File: src/rtl/multicycle_control.sv
// -----------------------------------------------------------------------------
// multicycle_control
//
// Control FSM for a multicycle RV32 subset (lw, sw, R-type, I-type ALU,
// beq/bne, jal, lui). This is a Moore machine: each output depends only on the
// current state. There are three exceptions:
//   - immSrc is decoded from op in every state.
//   - The FETCH enables follow memReady.
//   - The BRANCH pcWrite follows funct3/zero.
//
// Ports
//   clk         rising-edge clock
//   reset       asynchronous active-high reset; forces FETCH immediately
//   op          instr[6:0] from the instruction register
//   funct3      instr[14:12]
//   zero        ALU zero flag
//   memReady    memory handshake (see below)
//   pcWrite     PC register enable
//   adrSrc      memory address select: 0 = PC, 1 = ALUOut
//   memWrite    memory write strobe
//   irWrite     instruction register enable
//   resultSrc   00 ALUOut, 01 read data, 10 ALU result, 11 immExt
//   aluSrcA     00 PC, 01 oldPC, 10 register A
//   aluSrcB     00 register B, 01 immExt, 10 constant 4
//   aluOp       00 add, 01 subtract, 10 funct decode
//   regWrite    register file write enable
//   immSrc      immediate select: 000 I, 001 S, 010 B, 011 J, 100 U
//   illegal     unsupported-opcode flag
//   debug_state current FSM state encoding, for observation only
//
// Configuration macro: CTRL_ILLEGAL_TRAP_EN
//   When defined, an unsupported op seen in DECODE parks the FSM in ILLEGAL.
//   ILLEGAL raises illegal, and only reset leaves that state.
//   When undefined, an unsupported op returns to FETCH with no side effects.
//   In that build illegal is tied low.
//
// Handshake: the memory sees a request whenever the FSM sits in FETCH, MEMREAD
// or MEMWRITE. The address and strobes are held steady in those states. The
// access completes in the cycle where memReady=1, and the FSM then advances.
// memReady is ignored in every other state.
// -----------------------------------------------------------------------------
module multicycle_control (
    input  logic       clk,
    input  logic       reset,
    input  logic [6:0] op,
    input  logic [2:0] funct3,
    input  logic       zero,
    input  logic       memReady,
    output logic       pcWrite,
    output logic       adrSrc,
    output logic       memWrite,
    output logic       irWrite,
    output logic [1:0] resultSrc,
    output logic [1:0] aluSrcA,
    output logic [1:0] aluSrcB,
    output logic [1:0] aluOp,
    output logic       regWrite,
    output logic [2:0] immSrc,
    output logic       illegal,
    output logic [3:0] debug_state
);

    localparam logic [3:0] S_FETCH    = 4'd0;
    localparam logic [3:0] S_DECODE   = 4'd1;
    localparam logic [3:0] S_MEMADR   = 4'd2;
    localparam logic [3:0] S_MEMREAD  = 4'd3;
    localparam logic [3:0] S_MEMWB    = 4'd4;
    localparam logic [3:0] S_MEMWRITE = 4'd5;
    localparam logic [3:0] S_EXECUTER = 4'd6;
    localparam logic [3:0] S_EXECUTEI = 4'd7;
    localparam logic [3:0] S_ALUWB    = 4'd8;
    localparam logic [3:0] S_BRANCH   = 4'd9;
    localparam logic [3:0] S_JAL      = 4'd10;
    localparam logic [3:0] S_LUI      = 4'd11;
`ifdef CTRL_ILLEGAL_TRAP_EN
    localparam logic [3:0] S_ILLEGAL  = 4'd12;
`endif

    localparam logic [6:0] OP_LOAD   = 7'b0000011;
    localparam logic [6:0] OP_STORE  = 7'b0100011;
    localparam logic [6:0] OP_RTYPE  = 7'b0110011;
    localparam logic [6:0] OP_ITYPE  = 7'b0010011;
    localparam logic [6:0] OP_BRANCH = 7'b1100011;
    localparam logic [6:0] OP_JAL    = 7'b1101111;
    localparam logic [6:0] OP_LUI    = 7'b0110111;

    logic [3:0] state;
    logic [3:0] state_next;

    // Write enables before reset gating.
    logic pc_en;
    logic mem_en;
    logic ir_en;
    logic rw_en;

    assign debug_state = state;

    always_ff @(posedge clk or posedge reset) begin
        if (reset) begin
            state <= S_FETCH;
        end else begin
            state <= state_next;
        end
    end

    always_comb begin
        state_next = state;
        case (state)
            S_FETCH: begin
                if (memReady) state_next = S_DECODE;
            end
            S_DECODE: begin
                case (op)
                    OP_LOAD,
                    OP_STORE:  state_next = S_MEMADR;
                    OP_RTYPE:  state_next = S_EXECUTER;
                    OP_ITYPE:  state_next = S_EXECUTEI;
                    OP_BRANCH: state_next = S_BRANCH;
                    OP_JAL:    state_next = S_JAL;
                    OP_LUI:    state_next = S_LUI;
`ifdef CTRL_ILLEGAL_TRAP_EN
                    default:   state_next = S_ILLEGAL;
`else
                    default:   state_next = S_FETCH;
`endif
                endcase
            end
            S_MEMADR:   state_next = (op == OP_LOAD) ? S_MEMREAD : S_MEMWRITE;
            S_MEMREAD: begin
                if (memReady) state_next = S_MEMWB;
            end
            S_MEMWB:    state_next = S_FETCH;
            S_MEMWRITE: begin
                if (memReady) state_next = S_FETCH;
            end
            S_EXECUTER: state_next = S_ALUWB;
            S_EXECUTEI: state_next = S_ALUWB;
            S_ALUWB:    state_next = S_FETCH;
            S_BRANCH:   state_next = S_FETCH;
            // jal writes the link address (oldPC + 4) through ALUWB.
            S_JAL:      state_next = S_ALUWB;
            S_LUI:      state_next = S_FETCH;
`ifdef CTRL_ILLEGAL_TRAP_EN
            S_ILLEGAL:  state_next = S_ILLEGAL;
`endif
            default:    state_next = S_FETCH;
        endcase
    end

    always_comb begin
        pc_en     = 1'b0;
        adrSrc    = 1'b0;
        mem_en    = 1'b0;
        ir_en     = 1'b0;
        resultSrc = 2'b00;
        aluSrcA   = 2'b00;
        aluSrcB   = 2'b00;
        aluOp     = 2'b00;
        rw_en     = 1'b0;
        case (state)
            S_FETCH: begin
                // PC + 4 is routed straight to the PC while the instruction
                // is read. Both registers load on the completing cycle.
                aluSrcB   = 2'b10;
                resultSrc = 2'b10;
                pc_en     = memReady;
                ir_en     = memReady;
            end
            S_DECODE: begin
                // Branch target (oldPC + imm) is precomputed into ALUOut.
                aluSrcA = 2'b01;
                aluSrcB = 2'b01;
            end
            S_MEMADR: begin
                aluSrcA = 2'b10;
                aluSrcB = 2'b01;
            end
            S_MEMREAD: begin
                adrSrc = 1'b1;
            end
            S_MEMWB: begin
                resultSrc = 2'b01;
                rw_en     = 1'b1;
            end
            S_MEMWRITE: begin
                // The strobe is held until memReady, so exactly one write is
                // accepted before the FSM leaves this state.
                adrSrc = 1'b1;
                mem_en = 1'b1;
            end
            S_EXECUTER: begin
                aluSrcA = 2'b10;
                aluOp   = 2'b10;
            end
            S_EXECUTEI: begin
                aluSrcA = 2'b10;
                aluSrcB = 2'b01;
                aluOp   = 2'b10;
            end
            S_ALUWB: begin
                rw_en = 1'b1;
            end
            S_BRANCH: begin
                // beq: taken on zero. bne: taken on not zero.
                // Other funct3 values are not supported and never take.
                aluSrcA = 2'b10;
                aluOp   = 2'b01;
                pc_en   = ((funct3 == 3'b000) && zero) ||
                          ((funct3 == 3'b001) && !zero);
            end
            S_JAL: begin
                aluSrcA = 2'b01;
                aluSrcB = 2'b10;
                pc_en   = 1'b1;
            end
            S_LUI: begin
                resultSrc = 2'b11;
                rw_en     = 1'b1;
            end
            default: begin
            end
        endcase
    end

    always_comb begin
        case (op)
            OP_LOAD,
            OP_ITYPE:  immSrc = 3'b000;
            OP_STORE:  immSrc = 3'b001;
            OP_BRANCH: immSrc = 3'b010;
            OP_JAL:    immSrc = 3'b011;
            OP_LUI:    immSrc = 3'b100;
            default:   immSrc = 3'b000;
        endcase
    end

    // The state is already FETCH while reset is high. The FETCH enables follow
    // memReady, so the write enables are gated explicitly.
    assign pcWrite  = pc_en  & ~reset;
    assign memWrite = mem_en & ~reset;
    assign irWrite  = ir_en  & ~reset;
    assign regWrite = rw_en  & ~reset;

`ifdef CTRL_ILLEGAL_TRAP_EN
    assign illegal = (state == S_ILLEGAL) & ~reset;
`else
    assign illegal = 1'b0;
`endif

endmodule
File: config.mk
export PLATFORM = sky130hd
export DESIGN_NAME = multicycle_control
export DESIGN_NICKNAME = d
export VERILOG_FILES = /design/src/rtl/multicycle_control.sv
export SDC_FILE = /design/constraint.sdc
export NUM_CORES = 1
export LEC_CHECK = 0
export CAP_MARGIN = 20
export CORE_UTILIZATION = 42
export DETAILED_ROUTE_END_ITERATION = 10
export PLACE_DENSITY = 0.84
export SETUP_SLACK_MARGIN = 0.5
export SLEW_MARGIN = 5
export SYNTH_ARGS = -nofsm -noshare
export SYNTH_HDL_FRONTEND = slang
export SYNTH_SLANG_ARGS = --single-unit
export TNS_END_PERCENT = 5
File: constraint.sdc
create_clock -name clk -period 3.2 [get_ports clk]
set_input_delay 0.96 -clock clk [delete_from_list [all_inputs] [get_ports clk]]
set_output_delay 0.96 -clock clk [all_outputs]
set_load 0.01 [all_outputs]
---- After elaboration in Yosys (flattened, before gate mapping) ----
Cells that the tools add are included.
storage, ports and cells
  flip-flop bits (word level) ............. 4
  input bits .............................. 14
  output and inout port bits .............. 21
  logic and storage cells ................. 60
cells by class
  equal/unequal tests ..................... 22
  muxes and demuxes ....................... 16
  bitwise operators ....................... 5
  reductions and logical operators ........ 16
operator list
  operator                                                                count
  4-bit one-hot mux with 6 select lines                                   2
  7-bit by 6-bit equality test with 1-bit output (second input constant)  3
  4-bit by 3-bit equality test with 1-bit output (second input constant)  4
  4-bit equality test (second input constant)                             4
  7-bit equality test (second input constant)                             2
  4-bit two-way mux                                                       3
  2-bit one-hot mux with 2 select lines                                   3
  3-bit one-hot mux with 4 select lines                                   1
  2-bit OR reduction                                                      5
  3-bit OR reduction                                                      3
  4-bit by 2-bit equality test with 1-bit output (second input constant)  2
  7-bit by 2-bit equality test with 1-bit output (second input constant)  1
  7-bit by 5-bit equality test with 1-bit output (second input constant)  1
  2-bit inequality test (second input constant)                           3
  2-bit one-hot mux with 3 select lines                                   1
  1-bit AND                                                               4
  4-bit by 1-bit equality test with 1-bit output (second input constant)  1
  4-bit logical NOT                                                       1
  1-bit two-way mux                                                       4
  4-bit OR reduction                                                      1
  3-bit by 1-bit equality test with 1-bit output (second input constant)  1
  3-bit logical NOT                                                       1
  3-bit two-way mux                                                       1
  1-bit one-hot mux with 3 select lines                                   1
  other kinds (5)                                                         6

---- Logic depth before layout (Yosys ltp) ----
Gate-level depths: netlist (run 1).
  depth in word-level cells ............... 5
  depth in mapped cells ................... 5
  depth with buffers taken out ............ 4

---- Worst setup path after synthesis (run 1) ----
Ideal clock, no wire load.
  path kind ............................... input port to output port
  start ................................... input port op[2]
  end ..................................... output port immSrc[0]
  arrival time ............................ 1.817 ns
  data required time ...................... 2.240 ns
  setup slack ............................. 0.423 ns
  stages .................................. 3
  buffers on the path ..................... 1
  path through ............................ buf_2 or3_1 a211oi_1
between the ends
  longest elaborated chain between the ends .. 2
  elaborated cells on any way between the ends .. 5
  those cells by class .................... eq/ne: 4; mux: 1
ends and longest elaborated chain
  what                                                                                   RTL line  text
  start: declaration                                                                     45        input logic [6:0] op,
  7-bit by 6-bit equality test with 1-bit output or 7-bit equality test (tied branches)  226       case (op)
  3-bit one-hot mux with 4 select lines *                                                226
  end: declaration                                                                       58        output logic [2:0] immSrc,
Every way passes the cells marked *; elsewhere a longest branch is shown, timed or not.

---- Final worst setup path (run 1) ----
  start ................................... register state[2] (netlist: debug_state[2])
  end ..................................... output port aluSrcB[1]
between the ends
  longest elaborated chain between the ends .. 3
  elaborated cells on any way between the ends .. 8
  those cells by class .................... eq/ne: 4; mux: 1; reduce/logical: 3
ends and longest elaborated chain
  what                                                                          RTL line  text
  start: declaration                                                            87        logic [3:0] state;
  start signal: assignment                                                      102       state <= state_next;
  4-bit by 3-bit equality test with 1-bit output, or another cell as far along  160       case (state)
  3-bit OR reduction (no line) or 2-bit OR reduction (tied branches)            -
  2-bit one-hot mux with 2 select lines *                                       160
  end: declaration                                                              55        output logic [1:0] aluSrcB,
Marks and branches as above.

==> results.toml, run 1 <==
[place]
hpwl_mm = 1.70
gp_congestion = 0.843
io_buffers = 33

[power_and_ir_drop]
p_leak_nw = 0.544
power.density_nw_per_um2 = 394
ir_drop_v = 0.000255

[logic_synthesis]
syn_nets = 113
synth_cell_types = 40
synth.most_common_cell = "nand2_1"
yosysTopAreaCell = "dfrtp_1"
postSynthRegisterBits = 4
synth_flop_cell = "dfrtp_1"
yosysSeqAreaShare_pct = 14.7
synth_area_leaders = "dfrtp_1, nand2_1, buf_2"
yosys_warnings = 0
synth_area_um2 = 681
async_flop_share_pct = 100
avgSynthCellArea_um2 = 6.88
syn_inst = 99
yosysTopAreaCellShare_pct = 14.7
synth_edf_count = 0
synth_common_cells = "nand2_1, nor2_1, buf_2, a21oi_1, nand2b_1"

[clock_tree]
cts_made_buffers = 3
cts_tree = "built"
clk_pin_slew_ns = 0.05
clockBufferDepth = 2
cts-htree-levels = 1
root_buffer = "clkbuf_4"
clock_sinks = 4
clock_latency_ns = 0.26

[hold_path]
min_path_type = "flop to flop"

[worst_setup_path]
start_kind = "flop"
worstSetupPathType = "flop to output port"
worst_setup_path_end_kind = "output port"
worstPathMaxFanout = 8
cp.required_ns = 2.24
crit_arrival_ns = 1.85

[sta]
setup-violations-final = 0
rsz0062_at_grt = "yes"
timing.fmax_mhz = 355
fin_crit_ns = 2.81
drv_slew = 0
fin_skew_ns = 0.0124
final_hold_viol_count = 0
post-route-period-util_pct = 88.0
tns_ns = 0

[detailed_routing]
via_per_inst = 6.01
initialDrtViolationCount = 66
routedWlPerCell_um = 16.6
drc = 0
finalWirelength_mm = 2.83
first_pass_iters = 5
vias = 1021
drt.antenna.violating_nets = 0

[layout]
n_antenna_cell = 0
nets = 170
layout-drive-gt1-share_pct = 41.6
fin_util_pct = 80.5
area_growth_pct = 78.1
largest_reg_flops = 4

[global_routing]
grt_pass1_vias = 836
top_usage_layer = "met2"
grt_first_pass_wirelength_mm = 3.77
grt_util_met2_pct = 56.9
grt_max_degree = 17
antenna_found_initial = 0
grt_use_met3_pct = 4.74
track_usage_pct = 28.1
grt.met1_usage_pct = 27.6
gr-total-overflow = 0

[die]
start_util_pct = 45.2
die_y_um = 42.3
ioPinCount = 35
rows = 14
core_um2 = 1510
fp.dieW_um = 42.3
die_area_um2 = 1790

[outcome]
status = "finished, final reports clean"

[job]
drv_cap = 0
==> per-stage QoR <==
step	area [µm²]	total power [mW]	hold slack (ns)	cells	worst slack (ns)
floorplan	686	0.239	0.707	99	0.528
global placement	1110	0.361	0.701	155	-0.257
detailed placement	1110	0.369	0.699	155	-0.338
CTS	1120	0.444	0.617	161	0.384
global route	1210	0.501	0.733	170	0.299
finish	1210	0.478	0.707	170	0.386
==> cells by family (layout without fill, tap and decap cells) <==
family | count (synthesis) | after routing | synth area share [%]
AOI/OAI and AO/OA | 25 | 25 | 26.8
xor gates and xnor gates | 4 | 4 | 5.15
buffers and inverters | 14 | 69 | 11.0
DFF | 4 | 4 | 14.7
muxes | 1 | 1 | 1.65
other | 1 | 1 | 0.551
and+or+nand+nor | 50 | 50 | 40.1
==> per-layer routing <==
layer | routed length (µm) | vias up | share of wire [%]
li1 | - | 463 | -
met1 | 1050 | 463 | 37
met2 | 1490 | 87 | 53
met3 | 225 | 8 | 8.0
met4 | 61 | 0 | 2.2
met5 | 0 | - | 0
==> worst max-delay path: stages (launching register included) <==
cell and delay (ns):
dfrtp_2 0.46, buf_4 0.19, nor2_1 0.17, a21boi_1 0.21
clkdlybuf4s50_1 0.55
==> power breakdown <==
| group | internal, mW | switching (mW) |
|---|---|---|
| sequential | 0.0603 | 0.0249 |
| clock | 0.0425 | 0.0293 |
| combinational | 0.161 | 0.160 |
==> timing repair <==
item,4_1_cts,5_1_grt
pin swaps,8,5
setup endpoints to repair,16,14
buffers inserted,3,9
hold buffers,0,0
resized for setup,64,9
==> final timing paths <==
kind | from | endpoint | slack, ns | cells past startpoint
setup / recovery | debug_state[2]$_DFFE_PP0P_ | aluSrcB[1] | 0.39 | 4
hold / removal | debug_state[1]$_DFFE_PP0P_ | debug_state[2]$_DFFE_PP0P_ | 0.71 | 2
setup reg to reg | debug_state[0]$_DFFE_PP0P_ | debug_state[2]$_DFFE_PP0P_ | 1.66 | 5
hold reg to reg | debug_state[1]$_DFFE_PP0P_ | debug_state[2]$_DFFE_PP0P_ | 0.71 | 2
max in group asynchronous | reset | debug_state[1]$_DFFE_PP0P_ | 2.20 | 3
min in group asynchronous | reset | debug_state[3]$_DFFE_PP0P_ | 0.86 | 3
==> layout make-up <==
| cell class | instances | area (µm²) |
|---|---|---|
| well taps | 16 | 20.0 |
| repair buffers | 63 | 505 |
| flip-flops and latches | 4 | 105 |
| clock buffers | 3 | 22.5 |
| multi-input cells | 81 | 548 |
| fillers | 106 | 294 |
| inverters | 3 | 11.3 |
==> layout by cell type (no fill, tap or decap), types with 4 or more instances in the layout <==
master	n
buf_4	26
nand2_1	12
buf_2	12
clkdlybuf4s50_1	12
nor2_1	9
a21oi_1	7
nand2b_1	6
dlygate4sd2_1	6
nand3_1	4
dfrtp_2	4
No activity file was read; power rests on OpenSTA's default activity.
==> run 2: changes to the inputs <==
--- a/config.mk
+++ b/config.mk
@@ -9,6 +9,7 @@
 export CORE_UTILIZATION = 42
 export DETAILED_ROUTE_END_ITERATION = 10
 export PLACE_DENSITY = 0.84
+export REMOVE_ABC_BUFFERS = 1
 export SETUP_SLACK_MARGIN = 0.5
 export SLEW_MARGIN = 5
 export SYNTH_ARGS = -nofsm -noshare
==> results.toml, run 2 (synthesized netlist as in run 1, its figures left out) <==
[sta]
post-route-period-util_pct = 86.6
hold_ws_ns = 0.710
drv_slew = 0
fin_skew_ns = 0.00359
final_hold_viol_count = 0
setup-violations-final = 0
rsz0062_at_grt = "yes"
fin_crit_ns = 2.77
timing.fmax_mhz = 361
tns_ns = 0

[worst_setup_path]
crit_arrival_ns = 1.81
worstPathMaxFanout = 2
worst_setup_path_end_kind = "output port"
cp_common_cell = "buf_2"
max_stage_delay_ns = 0.38
cp.depth = 4
cp_cell_sequence = "buf_2, or3_4, a211oi_2, buf_2"
r2r_cells = 5
worstSetupPathType = "input port to output port"
cp_top_family = "simple AND/OR/NAND/NOR gates"
path_buf_inv = 2
start_kind = "input port"
critPathSlowestCell = "or3_4"
cp.required_ns = 2.24

[die]
rows = 14
die_area_um2 = 1790
die_y_um = 42.3
fp.dieW_um = 42.3
core_um2 = 1510
ioPinCount = 35
start_util_pct = 45.2

[layout]
area_growth_pct = 65.3
final_common_cell = "buf_4"
fin_util_pct = 74.7
fill_cells = 120
largest_reg_flops = 4
instances_no_fill = 158
final_cell_mix = "buf_4, nand2_1, clkdlybuf4s50_1"
multi_input_area_um2 = 537
nets = 158
seqCellArea_um2 = 105
n_antenna_cell = 0
layout-drive-gt1-share_pct = 33.8

[place]
hpwl_mm = 1.65
io_buffers = 33
dp_cells = 152
gp_congestion = 0.897

[detailed_routing]
vias = 904
via_per_inst = 5.72
drc = 1
drt.antenna.violating_nets = 0
first_pass_iters = 7
routedWlPerCell_um = 14.8
initialDrtViolationCount = 25
finalWirelength_mm = 2.34

[clock_tree]
root_buffer = "clkbuf_4"
clock_latency_ns = 0.23
cts_made_buffers = 3
clock_sinks = 4
cts-htree-levels = 1
cts_hold_buffers = 0
cts_tree = "built"
clk_pin_slew_ns = 0.04
clockBufferDepth = 2

[power_and_ir_drop]
ir_drop_v = 0.000244
p_leak_nw = 0.484
swShare_pct = 41.6
seq_power_share_pct = 19.1
power.density_nw_per_um2 = 405
p_int_mw = 0.266
p_switching_mw = 0.189
p_comb_share_pct = 66.9
clkPwrFrac_pct = 14.0

[global_routing]
track_usage_pct = 27.4
grt_first_pass_wirelength_mm = 3.77
gr-total-overflow = 0
antenna_found_initial = 0
grt_pass1_vias = 825
grt_max_degree = 17

[hold_path]
min_path_type = "flop to flop"
holdPathStages = 3

[outcome]
status = "finished, violations left"
violations = "design-rule violations"

[job]
drv_cap = 0
[run 2: worst paths after layout]
kind                                            startpoint                          to  slack (ns)
worst min register to register  debug_state[2]$_DFFE_PP0P_  debug_state[0]$_DFFE_PP0P_        0.71
worst max register to register  debug_state[1]$_DFFE_PP0P_  debug_state[2]$_DFFE_PP0P_        1.66
max in group asynchronous                            reset  debug_state[1]$_DFFE_PP0P_        2.22
min in group asynchronous                            reset  debug_state[2]$_DFFE_PP0P_        0.87
worst max-delay path                                 op[6]                   immSrc[0]        0.43
worst min-delay path            debug_state[2]$_DFFE_PP0P_  debug_state[0]$_DFFE_PP0P_        0.71
[run 2: area by class of cell]
class,instances,share of cell area (%)
Tap cell,16,1.78
Multi-Input combinational cell,81,47.7
Timing Repair Buffer,51,38.2
Sequential cell,4,9.34
Inverter,3,1.00
Clock buffer,3,2.00
[run 2: tightest hold or removal path: cells and delay by family, from the launching register on]
kind	cells	cell delay, ns
AND/OR/NAND/NOR	1	0.07
buffers and inverters	1	0.10
AO/OA/AOI/OAI	1	0.07
flip-flops	1	0.42
[run 2: routing by layer]
metal  global-route usage [%]  up-vias  part of all wire [%]
met1                     32.3      408                    40
met4                     11.3        0                   2.8
li1                         -      447                     -
met2                     48.6       41                    52
met3                     4.31        8                   5.6
met5                        0        -                     0
[run 2: repair_timing]
item,CTS,global route
buffers inserted,1,2
setup endpoints to repair,16,12
gates resized for setup,57,10
pin swaps,7,6
endpoints found under the hold margin,0,0
[run 2: per-stage QoR]
stage	total power, mW	setup WS [ns]	area [µm²]
6_report	0.455	0.430	1120
5_1_grt	0.490	0.331	1120
4_1_cts	0.444	0.381	1110
3_5_place_dp	0.377	-0.326	1080
3_3_place_gp	0.370	-0.306	1080
2_1_floorplan	0.218	0.549	617
[run 2: power groups by stage]
stage                     clock (mW)  combinational (mW)  sequential, mW
final                         0.0636               0.305          0.0869
after global routing          0.0689               0.330          0.0907
after CTS                     0.0657               0.290          0.0881
after detailed placement           0               0.290          0.0871
after global placement             0               0.283          0.0869
after floorplan                    0               0.127          0.0912
